### src/rtl/dmem_access_unit_if.sv
// Bundle of the core-side request/response and data-memory bus signals of the load/store unit.
// master = the load/store unit itself, slave = the core/memory environment around it.
interface dmem_access_unit_if #(
  parameter int ADDR_W = 32
);
  logic              req_valid;
  logic              req_we;
  logic [1:0]        req_size;
  logic              req_signed;
  logic [ADDR_W-1:0] req_addr;
  logic [31:0]       req_wdata;
  logic              stall;
  logic              rsp_valid;
  logic [31:0]       rsp_rdata;
  logic              rsp_err;
  logic              mem_req;
  logic              mem_we;
  logic [ADDR_W-1:0] mem_addr;
  logic [31:0]       mem_wdata;
  logic [3:0]        mem_be;
  logic              mem_gnt;
  logic              mem_rvalid;
  logic [31:0]       mem_rdata;

  modport master (
    input  req_valid, req_we, req_size, req_signed, req_addr, req_wdata,
    output stall, rsp_valid, rsp_rdata, rsp_err,
    output mem_req, mem_we, mem_addr, mem_wdata, mem_be,
    input  mem_gnt, mem_rvalid, mem_rdata
  );

  modport slave (
    output req_valid, req_we, req_size, req_signed, req_addr, req_wdata,
    input  stall, rsp_valid, rsp_rdata, rsp_err,
    input  mem_req, mem_we, mem_addr, mem_wdata, mem_be,
    output mem_gnt, mem_rvalid, mem_rdata
  );
endinterface

### src/rtl/dmem_access_unit.sv
// RISC-V load/store unit: one data-memory access per decoded load/store over req/gnt/rvalid,
// with byte enables, store-lane replication, load extension and misalignment reporting.
module dmem_access_unit #(
  parameter int ADDR_W = 32
) (
  input  logic                clk,
  input  logic                rst_n,
  dmem_access_unit_if.master  bus
);

  typedef enum logic [1:0] {IDLE, REQ, WAIT, RESP} state_t;

  state_t            state_q, state_d;
  logic              mem_we_q, mem_we_d;
  logic [ADDR_W-1:0] mem_addr_q, mem_addr_d;
  logic [31:0]       mem_wdata_q, mem_wdata_d;
  logic [3:0]        mem_be_q, mem_be_d;
  logic [1:0]        size_q, size_d;
  logic [1:0]        off_q, off_d;
  logic              signed_q, signed_d;
  logic [31:0]       rsp_rdata_q, rsp_rdata_d;
  logic              rsp_err_q, rsp_err_d;

  logic              misaligned;
  logic [3:0]        be_new;
  logic [31:0]       wdata_new;
  logic [31:0]       lane;
  logic [31:0]       load_ext;

  // Decode of the request presented by the core this cycle.
  always_comb begin
    misaligned = 1'b0;
    be_new     = 4'b0000;
    wdata_new  = bus.req_wdata;
    case (bus.req_size)
      2'b00: begin
        be_new    = 4'b0001 << bus.req_addr[1:0];
        wdata_new = {4{bus.req_wdata[7:0]}};
      end
      2'b01: begin
        be_new     = 4'b0011 << {bus.req_addr[1], 1'b0};
        wdata_new  = {2{bus.req_wdata[15:0]}};
        misaligned = bus.req_addr[0];
      end
      2'b10: begin
        be_new     = 4'b1111;
        misaligned = |bus.req_addr[1:0];
      end
      default: misaligned = 1'b1;
    endcase
  end

  // Load lane extraction from the returned word, using the latched size/offset/signedness.
  always_comb begin
    lane = bus.mem_rdata >> {off_q, 3'b000};
    case (size_q)
      2'b00:   load_ext = {{24{signed_q & lane[7]}}, lane[7:0]};
      2'b01:   load_ext = {{16{signed_q & lane[15]}}, lane[15:0]};
      default: load_ext = lane;
    endcase
  end

  always_comb begin
    state_d     = state_q;
    mem_we_d    = mem_we_q;
    mem_addr_d  = mem_addr_q;
    mem_wdata_d = mem_wdata_q;
    mem_be_d    = mem_be_q;
    size_d      = size_q;
    off_d       = off_q;
    signed_d    = signed_q;
    rsp_rdata_d = rsp_rdata_q;
    rsp_err_d   = rsp_err_q;
    case (state_q)
      IDLE: begin
        if (bus.req_valid) begin
          size_d   = bus.req_size;
          off_d    = bus.req_addr[1:0];
          signed_d = bus.req_signed;
          if (misaligned) begin
            // Memory is never touched; the error response comes straight back.
            rsp_err_d   = 1'b1;
            rsp_rdata_d = 32'h0;
            state_d     = RESP;
          end else begin
            mem_we_d    = bus.req_we;
            mem_addr_d  = {bus.req_addr[ADDR_W-1:2], 2'b00};
            mem_wdata_d = wdata_new;
            mem_be_d    = be_new;
            state_d     = REQ;
          end
        end
      end
      REQ: begin
        if (bus.mem_gnt) state_d = WAIT;
      end
      WAIT: begin
        if (bus.mem_rvalid) begin
          rsp_rdata_d = mem_we_q ? 32'h0 : load_ext;
          rsp_err_d   = 1'b0;
          state_d     = RESP;
        end
      end
      RESP:    state_d = IDLE;
      default: state_d = IDLE;
    endcase
  end

  always_ff @(posedge clk or negedge rst_n) begin
    if (!rst_n) begin
      state_q     <= IDLE;
      mem_we_q    <= 1'b0;
      mem_addr_q  <= '0;
      mem_wdata_q <= 32'h0;
      mem_be_q    <= 4'b0000;
      size_q      <= 2'b00;
      off_q       <= 2'b00;
      signed_q    <= 1'b0;
      rsp_rdata_q <= 32'h0;
      rsp_err_q   <= 1'b0;
    end else begin
      state_q     <= state_d;
      mem_we_q    <= mem_we_d;
      mem_addr_q  <= mem_addr_d;
      mem_wdata_q <= mem_wdata_d;
      mem_be_q    <= mem_be_d;
      size_q      <= size_d;
      off_q       <= off_d;
      signed_q    <= signed_d;
      rsp_rdata_q <= rsp_rdata_d;
      rsp_err_q   <= rsp_err_d;
    end
  end

  // Stall is gated by rst_n so it reads 0 while reset is held, even with req_valid high.
  assign bus.stall     = rst_n && (state_q != RESP) && (bus.req_valid || (state_q != IDLE));
  assign bus.rsp_valid = (state_q == RESP);
  assign bus.rsp_rdata = rsp_rdata_q;
  assign bus.rsp_err   = rsp_err_q;
  assign bus.mem_req   = (state_q == REQ);
  assign bus.mem_we    = mem_we_q;
  assign bus.mem_addr  = mem_addr_q;
  assign bus.mem_wdata = mem_wdata_q;
  assign bus.mem_be    = mem_be_q;

endmodule

### src/flat_wrapper.sv
// flat-port wrapper written by rule: the top's interface ports become plain ports
module dmem_access_unit_flat 
#(
  parameter int ADDR_W = 32
)
  (clk, rst_n, bus_req_valid, bus_req_we, bus_req_size, bus_req_signed, bus_req_addr, bus_req_wdata, bus_stall, bus_rsp_valid, bus_rsp_rdata, bus_rsp_err, bus_mem_req, bus_mem_we, bus_mem_addr, bus_mem_wdata, bus_mem_be, bus_mem_gnt, bus_mem_rvalid, bus_mem_rdata);
  dmem_access_unit_if #(.ADDR_W(ADDR_W)) bus_i ();
  input  logic clk;
  input  logic rst_n;
  input wire logic [$bits(bus_i.req_valid)-1:0] bus_req_valid;
  input wire logic [$bits(bus_i.req_we)-1:0] bus_req_we;
  input wire logic [$bits(bus_i.req_size)-1:0] bus_req_size;
  input wire logic [$bits(bus_i.req_signed)-1:0] bus_req_signed;
  input wire logic [$bits(bus_i.req_addr)-1:0] bus_req_addr;
  input wire logic [$bits(bus_i.req_wdata)-1:0] bus_req_wdata;
  output wire logic [$bits(bus_i.stall)-1:0] bus_stall;
  output wire logic [$bits(bus_i.rsp_valid)-1:0] bus_rsp_valid;
  output wire logic [$bits(bus_i.rsp_rdata)-1:0] bus_rsp_rdata;
  output wire logic [$bits(bus_i.rsp_err)-1:0] bus_rsp_err;
  output wire logic [$bits(bus_i.mem_req)-1:0] bus_mem_req;
  output wire logic [$bits(bus_i.mem_we)-1:0] bus_mem_we;
  output wire logic [$bits(bus_i.mem_addr)-1:0] bus_mem_addr;
  output wire logic [$bits(bus_i.mem_wdata)-1:0] bus_mem_wdata;
  output wire logic [$bits(bus_i.mem_be)-1:0] bus_mem_be;
  input wire logic [$bits(bus_i.mem_gnt)-1:0] bus_mem_gnt;
  input wire logic [$bits(bus_i.mem_rvalid)-1:0] bus_mem_rvalid;
  input wire logic [$bits(bus_i.mem_rdata)-1:0] bus_mem_rdata;
  assign bus_i.req_valid = bus_req_valid;
  assign bus_i.req_we = bus_req_we;
  assign bus_i.req_size = bus_req_size;
  assign bus_i.req_signed = bus_req_signed;
  assign bus_i.req_addr = bus_req_addr;
  assign bus_i.req_wdata = bus_req_wdata;
  assign bus_stall = bus_i.stall;
  assign bus_rsp_valid = bus_i.rsp_valid;
  assign bus_rsp_rdata = bus_i.rsp_rdata;
  assign bus_rsp_err = bus_i.rsp_err;
  assign bus_mem_req = bus_i.mem_req;
  assign bus_mem_we = bus_i.mem_we;
  assign bus_mem_addr = bus_i.mem_addr;
  assign bus_mem_wdata = bus_i.mem_wdata;
  assign bus_mem_be = bus_i.mem_be;
  assign bus_i.mem_gnt = bus_mem_gnt;
  assign bus_i.mem_rvalid = bus_mem_rvalid;
  assign bus_i.mem_rdata = bus_mem_rdata;
  dmem_access_unit #(.ADDR_W(ADDR_W)) u_core (.clk(clk), .rst_n(rst_n), .bus(bus_i));
endmodule
### config.mk
export PLATFORM = sky130hd
export DESIGN_NAME = dmem_access_unit_flat
export DESIGN_NICKNAME = d
export VERILOG_FILES = /design/src/rtl/dmem_access_unit_if.sv /design/src/rtl/dmem_access_unit.sv /design/src/flat_wrapper.sv
export SDC_FILE = /design/constraint.sdc
export NUM_CORES = 1
export LEC_CHECK = 0
export BUFFER_PORTS_ARGS = -buffer_cell sky130_fd_sc_hd__buf_2
export CORE_MARGIN = 5
export CORE_UTILIZATION = 45
export CTS_CLUSTER_SIZE = 40
export DETAILED_ROUTE_END_ITERATION = 6
export HOLD_SLACK_MARGIN = 0.02
export PLACE_DENSITY_LB_ADDON = 0.08
export SLEW_MARGIN = 10
export SYNTH_ARGS = -nofsm -noshare
export SYNTH_HDL_FRONTEND = slang
export SYNTH_SLANG_ARGS = --single-unit
### constraint.sdc
create_clock -name clk -period 3.05 [get_ports clk]
set_input_delay 0.1525 -clock clk [delete_from_list [all_inputs] [get_ports clk]]
set_output_delay 0.1525 -clock clk [all_outputs]
set_load 0.02 [all_outputs]
### Yosys cells after proc, flatten, opt, wreduce, memory -nomap -nowiden

Index checks and enable logic that the tools add are counted.

* shift-type cells: 3
* bitwise gates (word level): 3
* multiplexer cells: 18
* reduce and logical (&&, ||, !) cells: 13
* equal/unequal tests: 11

Operators by type and width (number)
* $pmux W32 S2: 3
* $mux W32: 4
* $shr A32 B5 Y32: 1
* $pmux W4 S3: 1
* $mux W2: 4
* $pmux W2 S4: 1
* $eq A2 B1 Y1 const B: 3
* $eq A2 B2 Y1 const B: 3
* $logic_not A2 Y1: 3
* $ne A2 B2 Y1 const B: 3
* $reduce_and A3 Y1: 2
* $ne A2 B1 Y1 const B: 2
* $reduce_and A4 Y1: 1
* $reduce_bool A2 Y1: 2
* $shl A1 B2 Y4 const A: 1
* $shl A2 B2 Y4 const A: 1
* $mux W1: 3
* $pmux W1 S3: 1
* $and A1 B1 Y1: 2
* $logic_and A1 B1 Y1: 2
* $pmux W1 S2: 1
* $reduce_and A2 Y1: 1
* $reduce_or A2 Y1: 1
* $logic_or A1 B1 Y1: 1
* $not A1 Y1: 1

* output and inout bits: 105
* bits in registers: 107

### Depth between registers and ports, before layout

Gate-level depths: netlist (run 1).

* word-level depth: 6
* mapped depth: 8

### Worst setup path after synthesis (run 1)

No wires, ideal clock.

* kind: register -> register
* start: reg u_core.state_q[0]
* end: reg u_core.mem_wdata_q[6], in the netlist u_core.bus.mem_wdata[6]
* path slack: 1.382 ns
* library setup time: 0.125 ns
* clock period less this slack: 1.668 ns
* stages on the path, launching flop included: 7
* arrival time: 1.543 ns
* path buffers: 1
* cell sequence: dfrtp_1 > inv_1 > ha_1 > nand2_1 > o21bai_1 > clkbuf_1 > mux2_2

* word-level cells in the longest chain between the ends: 2

RTL lines
* start: declaration: RTL line dmem_access_unit.sv:13 `state_t state_q, state_d;`
* start signal: assignment: RTL line dmem_access_unit.sv:122 `state_q <= state_d;`
* $logic_not A2 Y1: RTL line dmem_access_unit.sv:74 `case (state_q)`
* $reduce_and A3 Y1 (no source line)
* end signal: assignment: RTL line dmem_access_unit.sv:125 `mem_wdata_q <= mem_wdata_d;`
* end: declaration: RTL line dmem_access_unit.sv:16 `logic [31:0] mem_wdata_q, mem_wdata_d;`

No other way between the ends.
A chain may end at the register's enable or synchronous reset.

### Final worst setup path (run 1)

* start: reg u_core.state_q[0]
* end: reg u_core.mem_addr_q[19], in the netlist u_core.bus.mem_addr[19]

* word-level cells in the longest chain between the ends: 2

RTL lines
* $logic_not A2 Y1: RTL line dmem_access_unit.sv:74
* $reduce_and A3 Y1 (no source line)
* end signal: assignment: RTL line dmem_access_unit.sv:124 `mem_addr_q <= mem_addr_d;`
* end: declaration: RTL line dmem_access_unit.sv:15 `logic [ADDR_W-1:0] mem_addr_q, mem_addr_d;`

No other way between the ends.

==> results of run 1 <==
## per-stage QoR
step	std cells	worst slack (ps)	total power [mW]	instance area, um2	hold WS [ps]
after floorplan	454	1380	4.88	5180	-143
after global placement	775	853	5.89	6260	235
after detailed placement	775	758	5.96	6260	246
after CTS	796	746	7.22	6620	20.4
after global routing	800	583	7.64	6660	21.1
final	800	756	7.15	6660	27.4
## synth_stat cells (2+ instances only)
cell type / number
dfrtp_1: 107
nand2_1: 55
mux2i_1: 44
o21ai_0: 44
mux2_2: 43
a32o_1: 23
nor2_1: 15
buf_2: 14
a21oi_1: 13
clkbuf_1: 13
a22o_1: 9
nor2b_1: 9
a2bb2oi_1: 8
buf_6: 8
a211o_1: 7
inv_1: 7
ha_1: 5
o21ai_1: 5
buf_4: 3
a32oi_1: 2
nand3_1: 2
nor4_1: 2
## registers in the layout, summed over array words and instances, names as in the netlist
register / flops
u_core.bus.mem_wdata: 32
u_core.bus.rsp_rdata: 32
u_core.bus.mem_addr: 30
u_core.bus.mem_be: 4
u_core.off_q: 2
u_core.size_q: 2
u_core.state_q: 2
u_core.bus.mem_we: 1
u_core.bus.rsp_err: 1
u_core.signed_q: 1
## routing by layer
layer	GRT usage	routed length, um
met1	0.255	5680
met2	0.317	6500
met3	0.0766	1380
met4	0.0673	237
met5	0	0
## final timing paths
path | start | to | slack [ps] | cells past startpoint
worst max-delay path | u_core.state_q[0]$_DFFE_PN0P_ | u_core.bus.mem_addr[19]$_DFFE_PN0P_ | 760 | 6
worst max register to register | u_core.state_q[0]$_DFFE_PN0P_ | u_core.bus.mem_addr[19]$_DFFE_PN0P_ | 760 | 6
max in group asynchronous | rst_n | u_core.bus.mem_be[3]$_DFFE_PN0P_ | 1800 | 3
worst min register to register | u_core.bus.mem_wdata[12]$_DFFE_PN0P_ | u_core.bus.mem_wdata[12]$_DFFE_PN0P_ | 480 | 2
worst min-delay path | bus_req_addr[31] | u_core.bus.mem_addr[31]$_DFFE_PN0P_ | 30 | 2
min in group asynchronous | rst_n | u_core.bus.rsp_rdata[15]$_DFFE_PN0P_ | 380 | 2
## kinds of logic after synthesis
family	count (synthesis)	share of synthesized area
flops	107	0.517
simple gates	88	0.0757
buf+inv	45	0.0498
other cells	1	0.000725
fa+ha+maj	5	0.0121
mux	88	0.183
compound gates	118	0.160
xor+xnor	1	0.00169
## critical path, stage by stage (launching register included)
cell      delay, ps
dfrtp_1         390
inv_1           100
ha_1            270
nand2_1         320
o21bai_4        400
buf_12          300
mux2_2          360
## power by group through the flow
stage	Clock, mW	Sequential (mW)	Combinational, mW
2_1_floorplan	0	3.21	1.66
3_3_place_gp	0	2.50	3.39
3_5_place_dp	0	2.52	3.44
4_1_cts	1.26	2.51	3.45
5_1_grt	1.32	2.59	3.72
6_report	1.24	2.50	3.41
## final cells by class
class,instances,share of cell area
tap,143,0.0269
timing repair buffer,225,0.181
clock buffer,13,0.0406
clock inverter,3,0.00676
multi-input combinational,302,0.338
inverter,7,0.00394
sequential,107,0.402
## repair_timing
item,4_1_cts,5_1_grt
hold buffers,5,4
endpoints found under the hold margin,55,4
gates resized for setup,0,0
==> results.py, run 1 <==
metrics = {
    "power": {
        "power_density_nw_per_um2": 1070,
        "switching_share": 0.421,
        "p_int_mw": 4.14,
        "comb_power_share": 0.477,
        "p_switching_mw": 3.01,
        "pwr-share-seq": 0.349,
        "power.leakage_nw": 3.40,
        "max-vdd-ir-drop_uv": 623,
        "power_frac_clock": 0.173,
    },
    "flow_run": {
        "cap_violations": 0,
    },
    "yosys": {
        "synth_ff_type": "dfrtp_1",
        "yosys.area.top_type": "dfrtp_1",
        "synth_cell_types": 37,
        "netlist_area_um2": 5170,
        "async_reset_ff_frac": 1.00,
        "yosys.area.top_type_share": 0.517,
        "synth_edf_count": 0,
        "netlist_instances": 453,
        "synth-seq-cells": 107,
        "netlist_top_cells_area": "dfrtp_1, mux2_2, mux2i_1",
        "yosysSeqAreaShare": 0.517,
        "yosys_warnings": 0,
        "syn_avg_cell_area_um2": 11.4,
    },
    "sta": {
        "clock_skew_ps": 3.52,
        "slew_viol_final": 0,
        "period_needed_ps": 2290,
        "finalSetupViolations": 0,
        "worst_pin_slew_ps": 894,
        "relSlewSlack": 0.401,
        "timing.final.crit_share": 0.752,
        "hold_violations": 0,
        "tns_ps": 0,
        "rsz0062_at_grt": "false",
        "max_freq_mhz": 436,
    },
    "global_routing": {
        "antenna_found_initial": 0,
        "grt_start_max_net_pins": 55,
        "globalRouteOverflowTotal": 0,
        "grt_pass1_vias": 4283,
        "grtUsageTotal": 0.201,
        "grt_pass1_wl_um": 21500,
    },
    "critical_path": {
        "cp.arrival_ps": 2530,
        "start_kind": "register",
        "worst-endpoint-required_ps": 3290,
        "crit_path_max_fanout": 43,
        "end_kind": "register",
        "criticalPathCategory": "reg -> reg",
    },
    "detailed_routing": {
        "drt-initial-drc-count": 275,
        "vias": 4263,
        "ant_nets": 0,
        "wire_per_inst_um": 17.2,
        "wl_um": 13800,
        "viasPerCell": 5.33,
        "dr.pass1.iters": 6,
        "remaining_drc_errors": 0,
    },
    "run_status": {
        "outcome": "completed",
    },
    "clock_tree": {
        "post_cts_buffers": 0,
        "clk_path_buf_depth": 2,
        "cts_root_buffer": "clkbuf_16",
        "clock_latency_ps": 350,
        "clk_pin_slew_ps": 70,
        "cts_sinks": 107,
        "htreeDepth": 3,
        "cts_tree": "yes",
        "cts_buffers": 9,
    },
    "cells_and_area": {
        "area_delta_synth_final_pct": 28.7,
        "multiInputGateArea_um2": 2250,
        "layout_common_cells": "buf_2, dfrtp_1, nand2_1",
        "fill_cells": 1005,
        "fin_util": 0.588,
        "layout.cells.most_common": "buf_2",
        "nets": 762,
        "antennaDiodeCount": 0,
        "regArea_um2": 2680,
        "drive_above_1_share": 0.422,
    },
    "placed_design": {
        "gp_congestion": 0.803,
        "post-dp-hpwl_um": 9990,
        "port_buffers": 207,
    },
    "floorplanning": {
        "num_rows": 39,
        "initial_core_util": 0.457,
        "die_area_um2": 13700,
        "coreArea_um2": 11300,
        "die_height_um": 117,
        "fp.dieW_um": 117,
        "ios": 210,
    },
    "worst_hold_path": {
        "hp-class": "in -> reg",
    },
}
Note: power is estimated with default switching activity, not from simulation.
==> run 2: changes to the inputs <==
==> constraint.sdc (replaced) <==
create_clock -name clk -period 2.35 [get_ports clk]
set_input_delay 0.1175 -clock clk [delete_from_list [all_inputs] [get_ports clk]]
set_output_delay 0.1175 -clock clk [all_outputs]
set_load 0.02 [all_outputs]
==> results.py, run 2 (synthesis gave the netlist of run 1 again) <==
metrics = {
    "run_status": {
        "outcome": "completed",
    },
    "sta": {
        "fin_worst_hold_slack_ps": 36.7,
        "relSlewSlack": 0.550,
        "finalSetupViolations": 0,
        "hold_violations": 0,
        "slew_viol_final": 0,
        "rsz0062_at_grt": "false",
        "max_freq_mhz": 520,
        "postLayoutSetupSlackWorst_ps": 426,
        "timing.final.crit_share": 0.819,
        "period_needed_ps": 1920,
        "clock_skew_ps": 4.11,
        "tns_ps": 0,
        "worst_pin_slew_ps": 675,
    },
    "global_routing": {
        "grt_pass1_vias": 4474,
        "antenna_found_initial": 0,
        "grt_pass1_wl_um": 22400,
        "grtUsageTotal": 0.208,
        "globalRouteOverflowTotal": 0,
        "grt_start_max_net_pins": 108,
    },
    "clock_tree": {
        "cts_buffers": 9,
        "clk_pin_slew_ps": 70,
        "htreeDepth": 3,
        "post_cts_buffers": 0,
        "clock_latency_ps": 350,
        "clk_path_buf_depth": 2,
        "cts_root_buffer": "clkbuf_16",
        "cts_tree": "yes",
        "cts_sinks": 107,
    },
    "cells_and_area": {
        "area_delta_synth_final_pct": 33.5,
        "final_area_um2": 6910,
        "fill_cells": 990,
        "multiInputGateArea_um2": 2250,
        "nets": 788,
        "stdcell_count": 826,
        "regArea_um2": 2680,
        "drive_above_1_share": 0.409,
        "layout_common_cells": "buf_2, dfrtp_1, nand2_1",
        "layout.cells.most_common": "buf_2",
    },
    "critical_path": {
        "criticalPathCategory": "reg -> reg",
        "critPathLaunch": "u_core.state_q[0]$_DFFE_PN0P_",
        "cp.arrival_ps": 2160,
        "path_cells": "inv_1, ha_1, nand2_1, o21bai_4, buf_4, mux2_2",
        "slowest_stage": "dfrtp_1",
        "end_kind": "register",
        "r2r-start": "u_core.state_q[0]$_DFFE_PN0P_",
        "worst-endpoint-required_ps": 2580,
        "crit_path_max_fanout": 20,
        "start_kind": "register",
        "crit_path_max_incr_delay_ps": 390,
    },
    "floorplanning": {
        "die_height_um": 117,
        "initial_core_util": 0.457,
        "coreArea_um2": 11300,
        "die_area_um2": 13700,
        "ios": 210,
        "num_rows": 39,
        "fp.dieW_um": 117,
    },
    "power": {
        "power.leakage_nw": 3.51,
        "max-vdd-ir-drop_uv": 715,
        "power_density_nw_per_um2": 1330,
    },
    "detailed_routing": {
        "vias": 4388,
        "drt-initial-drc-count": 198,
        "wire_per_inst_um": 17.3,
        "wl_um": 14300,
        "ant_nets": 0,
        "viasPerCell": 5.31,
        "dr.pass1.iters": 5,
        "remaining_drc_errors": 0,
    },
    "flow_run": {
        "cap_violations": 0,
    },
    "worst_hold_path": {
        "hold_path_startpoint": "bus_req_wdata[24]",
        "hp-class": "in -> reg",
    },
    "placed_design": {
        "port_buffers": 207,
        "dp.cells": 778,
        "place_ws_ps": 421,
        "gp_congestion": 0.768,
        "placed_area_um2": 6300,
        "post-dp-hpwl_um": 10100,
    },
}
## run 2: layer usage
| metal | vias to the layer above | share of wire | global-route usage |
|---|---|---|---|
| met3 | 16 | 0.081 | 0.0571 |
| met2 | 156 | 0.49 | 0.340 |
| li1 | 2079 | - | - |
| met1 | 2137 | 0.42 | 0.265 |
| met4 | 0 | 0.016 | 0.0734 |
| met5 | - | 0 | 0 |
## run 2: worst max-delay path, delay by kind of cell, from the launching register on
family / cells / cell delay (ps)
muxes: 1 / 350
adders and majority gates: 1 / 270
AOI/OAI and AO/OA: 1 / 280
and+or+nand+nor: 1 / 100
buffers and inverters: 2 / 420
DFF: 1 / 390
## run 2: worst paths after layout
kind                                                   endpoint  slack, ps  depth (start not counted)
hold reg to reg            u_core.bus.mem_wdata[16]$_DFFE_PN0P_        480                          2
setup / recovery            u_core.bus.mem_wdata[6]$_DFFE_PN0P_        430                          6
setup reg to reg            u_core.bus.mem_wdata[6]$_DFFE_PN0P_        430                          6
hold / removal             u_core.bus.mem_wdata[24]$_DFFE_PN0P_         40                          3
max in group asynchronous  u_core.bus.mem_wdata[21]$_DFFE_PN0P_       1480                          3
min in group asynchronous    u_core.bus.mem_addr[6]$_DFFE_PN0P_        340                          3
## run 2: final cells by class
| type | count | area share |
|---|---|---|
| tap | 143 | 0.0259 |
| clock buffer | 10 | 0.0331 |
| inverter | 7 | 0.00380 |
| sequential | 107 | 0.387 |
| antenna | 1 | 0.000362 |
| multi-input combinational | 302 | 0.326 |
| timing repair buffer | 251 | 0.215 |
| clock inverter | 5 | 0.00797 |
## run 2: timing repair
item	4_1_cts	5_1_grt
hold buffers	32	0
hold endpoints to repair	138	0
resized for setup	0	0
## run 2: where the power goes
group	switching, mW	internal, mW
combinational	2.67	1.79
sequential	0.564	2.71
clock	0.664	0.817
## run 2: stage by stage
| step | total power, mW | util |
|---|---|---|
| 3_5_place_dp | 7.74 | 0.557 |
| 6_report | 9.22 | 0.610 |
| 4_1_cts | 9.30 | 0.610 |
| 3_3_place_gp | 7.64 | 0.557 |
| 2_1_floorplan | 6.33 | - |
| 5_1_grt | 9.83 | 0.610 |
==> run 3: changes to the inputs <==
--- a/config.mk
+++ b/config.mk
@@ -7,7 +7,7 @@
 export LEC_CHECK = 0
 export BUFFER_PORTS_ARGS = -buffer_cell sky130_fd_sc_hd__buf_2
 export CORE_MARGIN = 5
-export CORE_UTILIZATION = 45
+export CORE_UTILIZATION = 44
 export CTS_CLUSTER_SIZE = 40
 export DETAILED_ROUTE_END_ITERATION = 6
 export HOLD_SLACK_MARGIN = 0.02
==> constraint.sdc (replaced) <==
create_clock -name clk -period 1.65 [get_ports clk]
set_input_delay 0.0825 -clock clk [delete_from_list [all_inputs] [get_ports clk]]
set_output_delay 0.0825 -clock clk [all_outputs]
set_load 0.02 [all_outputs]
==> results.py, run 3 (synthesis gave the netlist of run 1 again) <==
metrics = {
    "placed_design": {
        "gp_congestion": 0.916,
        "post-dp-hpwl_um": 10600,
        "placed_area_um2": 6510,
        "port_buffers": 207,
        "dp.cells": 801,
    },
    "floorplanning": {
        "die_area_um2": 14000,
        "die_height_um": 118,
        "num_rows": 39,
        "ios": 210,
        "fp.dieW_um": 118,
        "initial_core_util": 0.451,
        "coreArea_um2": 11500,
    },
    "worst_hold_path": {
        "hp-class": "in -> reg",
        "hold_depth": 3,
        "hold_end": "u_core.bus.mem_wdata[20]$_DFFE_PN0P_",
        "hold_path_startpoint": "bus_req_wdata[20]",
    },
    "cells_and_area": {
        "final_area_um2": 7600,
        "layout.cells.most_common": "buf_2",
        "fill_cells": 925,
        "layout_common_cells": "buf_2, dfrtp_1, nand2_1",
        "drive_above_1_share": 0.453,
        "nets": 835,
        "area_delta_synth_final_pct": 46.9,
        "antennaDiodeCount": 0,
        "stdcell_count": 871,
    },
    "critical_path": {
        "end_kind": "register",
        "worst-endpoint-required_ps": 1880,
        "start_kind": "register",
        "r2r_cells": 7,
        "reg2reg_slack_ps": 7,
        "crit_path_max_fanout": 16,
        "cp.arrival_ps": 1880,
        "r2r_end": "u_core.bus.rsp_rdata[30]$_DFFE_PN0P_",
        "criticalPathCategory": "reg -> reg",
        "r2r-start": "u_core.state_q[0]$_DFFE_PN0P_",
    },
    "clock_tree": {
        "htreeDepth": 3,
        "cts_sinks": 107,
        "clk_path_buf_depth": 2,
        "clk_pin_slew_ps": 70,
        "cts_root_buffer": "clkbuf_16",
        "clock_latency_ps": 350,
        "cts_buffers": 9,
        "cts_tree": "yes",
    },
    "global_routing": {
        "grt_pass1_vias": 4835,
        "antenna_found_initial": 0,
        "grtUsageTotal": 0.212,
        "grt_start_max_net_pins": 108,
        "grt_pass1_wl_um": 24300,
        "globalRouteOverflowTotal": 0,
    },
    "detailed_routing": {
        "dr.pass1.iters": 5,
        "vias": 4601,
        "ant_nets": 0,
        "remaining_drc_errors": 0,
        "wl_um": 16000,
        "wire_per_inst_um": 18.4,
        "viasPerCell": 5.28,
        "drt-initial-drc-count": 258,
    },
    "sta": {
        "worst_pin_slew_ps": 611,
        "clock_skew_ps": 4.84,
        "finalSetupViolations": 0,
        "period_needed_ps": 1640,
        "rsz0062_at_grt": "true",
        "hold_violations": 0,
        "max_freq_mhz": 609,
        "relSlewSlack": 0.593,
        "timing.final.crit_share": 0.996,
        "slew_viol_final": 0,
    },
    "power": {
        "power.leakage_nw": 3.90,
        "switching_share": 0.406,
        "pwr-share-seq": 0.321,
        "comb_power_share": 0.521,
        "max-vdd-ir-drop_uv": 966,
        "p_int_mw": 8.57,
        "power_frac_clock": 0.157,
        "power_density_nw_per_um2": 1900,
        "p_switching_mw": 5.87,
    },
    "run_status": {
        "outcome": "completed",
    },
    "flow_run": {
        "cap_violations": 0,
    },
}
-- run 3: critical path, stage by stage, from the launching register on --
cell,delay [ps]
dfrtp_1,390
inv_2,110
ha_4,180
buf_6,100
mux2i_1,50
or2_4,300
clkbuf_16,190
a32o_1,210
-- run 3: how the worst max path moves through the flow --
stage | start | to | slack, ps | cells after the start
floorplan | u_core.state_q[0]$_DFFE_PN0P_ | u_core.bus.mem_addr[10]$_DFFE_PN0P_ | 2 | 6
finish | u_core.state_q[0]$_DFFE_PN0P_ | u_core.bus.rsp_rdata[30]$_DFFE_PN0P_ | 7 | 7
CTS | u_core.state_q[1]$_DFFE_PN0P_ | u_core.bus.mem_addr[15]$_DFFE_PN0P_ | 8 | 6
global placement | u_core.state_q[0]$_DFFE_PN0P_ | u_core.bus.mem_addr[9]$_DFFE_PN0P_ | -10 | 6
detailed placement | u_core.off_q[1]$_DFFE_PN0P_ | u_core.bus.rsp_rdata[26]$_DFFE_PN0P_ | -60 | 5
global route | u_core.state_q[0]$_DFFE_PN0P_ | u_core.bus.rsp_rdata[0]$_DFFE_PN0P_ | -70 | 7
-- run 3: what timing repair did --
item / in CTS / in global routing
endpoints found under the hold margin: 148 / 0
gates cloned: 1 / 10
hold buffers: 42 / 0
buffers inserted: 0 / 3
endpoints found under the setup margin: 77 / 92
resized for setup: 9 / 49
pin swaps: 1 / 13
-- run 3: through the flow --
step / power [mW] / utilization / setup slack, ps / hold slack, ps / setup TNS, ps
final: 14.4 / 0.663 / 6.90 / 17.9 / 0
after global routing: 15.4 / 0.663 / -73.7 / 32.6 / -2530
after CTS: 13.9 / 0.636 / 7.67 / 22.0 / 0
after detailed placement: 11.4 / 0.568 / -59.0 / 223 / -2820
after global placement: 11.2 / 0.568 / -12.1 / 210 / -294
after floorplan: 9.02 / - / 1.65 / -213 / 0
-- run 3: layout make-up --
cell class	instances	area [um2]	area share
flip-flops and latches	107	2680	0.353
clock buffers	10	229	0.0301
repair buffers	297	2030	0.267
well taps	143	179	0.0235
inverters	7	26.3	0.00346
multi-input cells	303	2380	0.313
clock inverters	4	76.3	0.0100
-- run 3: power groups by stage --
stage | logic (mW) | registers (mW) | clock network [mW]
finish | 7.53 | 4.64 | 2.27
global route | 8.12 | 4.81 | 2.44
CTS | 6.93 | 4.62 | 2.32
detailed placement | 6.78 | 4.63 | 0
global placement | 6.67 | 4.58 | 0
floorplan | 3.08 | 5.94 | 0
-- run 3: metal layers --
metal | wire length [um] | part of all wire | vias to the layer above | GRT usage
met5 | 0 | 0 | - | 0
met4 | 357 | 0.022 | 0 | 0.0780
met3 | 1150 | 0.072 | 26 | 0.0578
met2 | 8070 | 0.51 | 169 | 0.358
met1 | 6400 | 0.40 | 2228 | 0.260
li1 | - | - | 2178 | -
